--- src/rtl/joystick_conditioner.sv ---
// Conditions one player's raw up/down pins into debounced, conflict-resolved
// active-low paddle controls plus one-cycle press pulses.
module joystick_conditioner #(
  parameter int DEBOUNCE_CYCLES = 250000,
  parameter int CNT_W           = 18,
  parameter int RAW_ACTIVE_LOW  = 1
) (
  input  logic       clock,
  input  logic       reset,
  input  logic       btn_up_raw,
  input  logic       btn_down_raw,
  output logic       control_up,
  output logic       control_down,
  output logic       press_up_pulse,
  output logic       press_down_pulse,
  output logic [1:0] dir_state
);

  typedef enum logic [1:0] {
    IDLE     = 2'b00,
    UP       = 2'b01,
    DOWN     = 2'b10,
    CONFLICT = 2'b11
  } dir_t;

  localparam logic             RELEASED_RAW = (RAW_ACTIVE_LOW != 0);
  localparam logic [CNT_W-1:0] CNT_LAST     = CNT_W'(DEBOUNCE_CYCLES - 1);
  localparam logic [CNT_W-1:0] CNT_ONE      = CNT_W'(1);

  // Channel index 0 is up, 1 is down.
  logic [1:0]       raw;
  logic [1:0]       s1;
  logic [1:0]       s2;
  logic [1:0]       pressed;
  logic [1:0]       stable;
  logic [1:0]       stable_q;
  logic [CNT_W-1:0] cnt [2];
  dir_t             state;
  dir_t             next_state;

  assign raw     = {btn_down_raw, btn_up_raw};
  assign pressed = s2 ^ {2{RELEASED_RAW}};

  // NOTE: sequential state uses non-blocking assignments so every flop
  // samples pre-edge values, which is what makes s1 -> s2 a real two-stage chain.
  always_ff @(posedge clock) begin
    if (reset) begin
      s1 <= {2{RELEASED_RAW}};
      s2 <= {2{RELEASED_RAW}};
    end else begin
      s1 <= raw;
      s2 <= s1;
    end
  end

  // NOTE: the counters are plain registers, not a RAM, so they are reset
  // explicitly; an in-flight debounce must not survive a reset.
  always_ff @(posedge clock) begin
    for (int i = 0; i < 2; i++) begin
      if (reset) begin
        stable[i] <= 1'b0;
        cnt[i]    <= '0;
      end else if (pressed[i] == stable[i]) begin
        cnt[i] <= '0;
      end else if (cnt[i] == CNT_LAST) begin
        stable[i] <= pressed[i];
        cnt[i]    <= '0;
      end else begin
        cnt[i] <= cnt[i] + CNT_ONE;
      end
    end
  end

  // CONFLICT is only left once both buttons are released, never sideways.
  function automatic dir_t next_dir(dir_t cur, logic up, logic down);
    case (cur)
      IDLE:     next_dir = (up && down) ? CONFLICT : up ? UP : down ? DOWN : IDLE;
      UP:       next_dir = down ? CONFLICT : (!up ? IDLE : UP);
      DOWN:     next_dir = up ? CONFLICT : (!down ? IDLE : DOWN);
      CONFLICT: next_dir = (!up && !down) ? IDLE : CONFLICT;
      default:  next_dir = IDLE;
    endcase
  endfunction

  assign next_state = next_dir(state, stable[0], stable[1]);

  always_ff @(posedge clock) begin
    if (reset) begin
      state            <= IDLE;
      control_up       <= 1'b1;
      control_down     <= 1'b1;
      press_up_pulse   <= 1'b0;
      press_down_pulse <= 1'b0;
      stable_q         <= 2'b00;
    end else begin
      state            <= next_state;
      control_up       <= (next_state != UP);
      control_down     <= (next_state != DOWN);
      press_up_pulse   <= stable[0] & ~stable_q[0];
      press_down_pulse <= stable[1] & ~stable_q[1];
      stable_q         <= stable;
    end
  end

  assign dir_state = state;

endmodule

--- config.mk ---
export PLATFORM = sky130hd
export DESIGN_NAME = joystick_conditioner
export DESIGN_NICKNAME = d
export VERILOG_FILES = /design/src/rtl/joystick_conditioner.sv
export SDC_FILE = /design/constraint.sdc
export NUM_CORES = 1
export LEC_CHECK = 0
export CAP_MARGIN = 15
export CORE_MARGIN = 5
export CORE_UTILIZATION = 55
export CTS_BUF_LIST = sky130_fd_sc_hd__clkbuf_8
export CTS_CLUSTER_DIAMETER = 60
export DETAILED_ROUTE_END_ITERATION = 8
export GPL_ROUTABILITY_DRIVEN = 0
export PLACE_DENSITY = 0.73
export SYNTH_ARGS = -nofsm -noshare
export SYNTH_HDL_FRONTEND = slang
export SYNTH_SLANG_ARGS = --single-unit
export TNS_END_PERCENT = 5
--- constraint.sdc ---
create_clock -name clock -period 4.85 [get_ports clock]
set_input_delay 0.7275 -clock clock [delete_from_list [all_inputs] [get_ports clock]]
set_output_delay 0.7275 -clock clock [all_outputs]
set_load 0.1 [all_outputs]
* After elaboration in Yosys (flattened, before gate mapping)
Memory sizes are Yosys's and may differ from the RTL's.
Cells that the tools add are included.
** Storage, ports and cells
- Bits in writable memories :: 36
- Memories kept :: 1
- Word-level logic and storage cells :: 80
- Register bits after elaboration :: 14
** Operators by class
- Muxes and demuxes :: 38
- Eq/ne operators :: 9
- Add/sub/neg operators :: 2
- Reduce and logical (&&, ||, !) cells :: 7
- Bitwise logic cells :: 13
** Memories
- cnt :: words 2, bits a word 18, rd ports 2, clocked after memory_dff 0, write ports 2, line 37 : logic [CNT_W-1:0] cnt [2];
** Operators by type and width (number)
- 18-bit 2-to-1 mux :: 6
- 18-bit by 1-bit adder with 18-bit output, second input constant :: 2
- 18-bit == test, second input constant :: 2
- 1-bit 2-to-1 mux :: 25
- 2-bit 2-to-1 mux :: 6
- 2-bit one-hot mux with 4 select lines :: 1
- 1-bit bitwise OR :: 6
- 2-bit == test, second input constant :: 2
- 1-bit inverter :: 4
- 2-bit AND reduction :: 2
- 1-bit AND :: 2
- 1-bit == test :: 2
- 2-bit by 1-bit == test with 1-bit output, second input constant :: 1
- 1-bit logical AND :: 2
- 1-bit zero test :: 2
- 2-bit zero test :: 1
- 2-bit by 1-bit inequality test with 1-bit output, second input constant :: 1
- 2-bit inequality test, second input constant :: 1
- 2-bit inverter :: 1

* Depth between registers and ports, before layout
- Depth in word-level cells :: 8
- Mapped depth :: 6

* Worst setup path after synthesis
Ideal clock, no wire load.
- Kind :: reg2reg
- From :: mem cnt[1][0]
- To :: mem cnt[1][10], data pin
- Setup slack :: 2.909 ns
- Data required time :: 4.593 ns
- Path buffers :: 1
- Period minus slack after synthesis :: 1.941 ns
- Stages on the path, launching flop included :: 6
- Arrival time :: 1.684 ns
- Cells stage by stage :: edfxtp_1 > ha_1 > nand3_1 > o41ai_4 > buf_2 > nor2_1
** RTL lines (line)
- start: declaration :: 37

* Worst setup path in the final report
- From :: reg state[0], in the netlist dir_state[0]
- To :: out dir_state[0]
** RTL lines
- start: declaration :: line 38 : dir_t state;
- start signal: assignment :: line 96 : state <= next_state;
- end: declaration :: line 16 : output logic [1:0] dir_state
No word-level cell between the ends.

==> results.tsv <==
metric	value	unit
dieArea	5820	um^2
p_leak	0.956	nW
p_per_area	290	nW/um^2
clk_pin_slew	0.09	ns
detail-route-antenna-nets	0	
finalMaxSlewViolations	0	
cts_buffers	5	
tightestPinTransition	0.971	ns
worstSkewPairLatency	0.30	ns
peakVddDrop	0.186	mV
drt_iter0_drc	130	
drive_gt1_share	6.62	%
fp.dieH	76.3	um
min_period_over_period	52.1	%
n_fill_cell	357	
core_area	4320	um^2
fin_skew	0.00375	ns
end_kind	primary output	
ys_warn_count	0	
drc	0	
crit_family	buffers and inverters	
cts_resized	0	
fin_setup_tns	0	ns
fin_nets	277	
critPathLaunchType	flip-flop	
cts_tree	done	
dp_hpwl	2.92	mm
via_count	1646	
antenna_cells	0	
grt_pass1_wl	7.04	mm
clockBufferDepth	2	
worstPathMaxFanout	3	
relSlewSlack	35.1	%
grt_max_degree	19	
track_usage	14.8	%
avgSynthCellArea	10.7	um^2
synth-seq-cells	50	
grt_setup_unrepaired	false	
path_buf_inv	1	
htree_levels	2	
worstPathRequired	4.12	ns
hp-class	flip-flop to flip-flop	
area_delta_synth_final	15.3	%
worstSetupPathType	flip-flop to primary output	
die_w	76.3	um
setup_violations	0	
drt-total-wl	3.95	mm
io_buffers	9	
outcome	finished clean	
via_per_inst	5.08	
hold_buffers	0	
cts_num_sinks	50	
seq_area_frac_synth	56.3	%
num_rows	24	
syn_area	2420	um^2
yosys.cell_types.count	30	
multi_input_area	1130	um^2
cts_setup_buffers	0	
period_needed	2.53	ns
syn_inst	225	
max_freq	395	MHz
grt_pass1_vias	1623	
antenna_found_initial	0	
arrival	1.80	ns
regArea	1360	um^2
hold_viol_final	0	
wl_per_cell	12.2	um
maxCapViolCount	0	
dr.pass1.iters	4	
holdWs	0.390	ns
cpPeakStageDelay	1.14	ns
worstPathCellList	clkdlybuf4s50_1	
initial_core_util	55.9	%
io_pins	10	
grt-ovfl-total	0	
slowest_stage	clkdlybuf4s50_1	
clockRootBuffer	clkbuf_8	
## layout by cell type, fill, tap and decap left out, drive strengths merged, types with 4 or more instances in the layout
| master | count |
|---|---|
| clkbuf | 5 |
| conb | 36 |
| clkdlybuf4s50 | 9 |
| nand2 | 11 |
| nor4 | 12 |
| edfxtp | 36 |
| dfxtp | 14 |
| a21oi | 4 |
| or2 | 4 |
| nor3 | 9 |
| nor2 | 51 |
| nand3 | 9 |
| inv | 9 |
| nand4 | 12 |
| xor2 | 8 |
| xnor2 | 24 |
## synthesized netlist by cell type
library cell,number,area [um^2]
buf_6,1,11.3
xor2_1,8,70.1
conb_1,1,3.75
nand2b_1,2,12.5
o21ai_0,1,5.00
o41ai_4,2,55.1
nand2_1,11,41.3
nor4_1,12,75.1
or4_1,1,7.51
buf_2,1,5.00
or3_1,3,18.8
edfxtp_1,36,1080
nor3_1,9,45.0
clkbuf_1,2,7.51
dfxtp_1,14,280
and4_1,1,8.76
clkbuf_2,1,5.00
nand3_1,9,45.0
inv_1,8,30.0
nand3b_1,1,7.51
or2_2,4,25.0
xnor2_1,24,210
ha_1,2,25.0
a21bo_2,1,10.0
nor4b_1,1,8.76
nand4_1,11,68.8
a21oi_1,4,20.0
nand4_4,1,21.3
mux2_2,2,22.5
nor2_1,51,191
## state kept, by name, indices dropped and copies added (netlist names)
signal and cells:
cnt 36, control_up 1, press_down_pulse 1, s2 2, stable 2, dir_state 2
stable_q 2, s1 2, press_up_pulse 1, control_down 1
## stage by stage
stage	area [um^2]	utilization (%)	total power, mW	setup slack (ns)	cells
after detailed placement	2680	61.9	0.530	2.43	316
after global placement	2680	61.9	0.529	2.54	316
after global routing	2790	64.5	0.850	2.25	324
after floorplan	2550	-	0.521	2.91	260
after CTS	2790	64.5	0.818	2.30	324
final	2790	64.5	0.810	2.32	324
## final cells by class
cell class / instances / area share, %
multi-input cells: 197 / 40.5
repair buffers: 9 / 3.23
well taps: 52 / 2.33
clock buffers: 5 / 2.47
flip-flops and latches: 50 / 48.8
clock inverters: 3 / 1.57
inverters: 8 / 1.08
## cell families (layout without fill, tap and decap cells)
kind of cell	count (synthesis)	in the layout	share of synthesized area, %
other	1	36	0.155
buffers and inverters	13	25	2.43
multiplexers	2	2	0.931
XOR/XNOR	32	32	11.6
AND/OR/NAND/NOR	117	117	23.8
flip-flops	50	50	56.3
adder cells (fa/ha/maj)	2	2	1.03
AO/OA/AOI/OAI	8	8	3.72
## routing by layer
layer	track usage, %	wire [um]	vias up
met4	6.82	34	0
li1	-	-	859
met5	0	0	-
met2	24.2	1930	22
met3	4.02	149	2
met1	18.1	1830	763
## worst paths after layout
kind | startpoint | to | slack (ns) | depth (start not counted)
max | dir_state[0] | dir_state[0] | 2.32 | 1
min | stable_q[1] | press_down_pulse | 0.39 | 1
min reg2reg | stable_q[1] | press_down_pulse | 0.39 | 1
max reg2reg | cnt[1][0] | cnt[1][16] | 2.48 | 4
## where the power goes
part           switching (mW)  leakage, nW  internal, mW  total (mW)
combinational          0.0186        0.412        0.0151      0.0337
clock                   0.134       0.0585         0.155       0.288
sequential             0.0165        0.485         0.472       0.488
(Power assumes the default switching activity.)
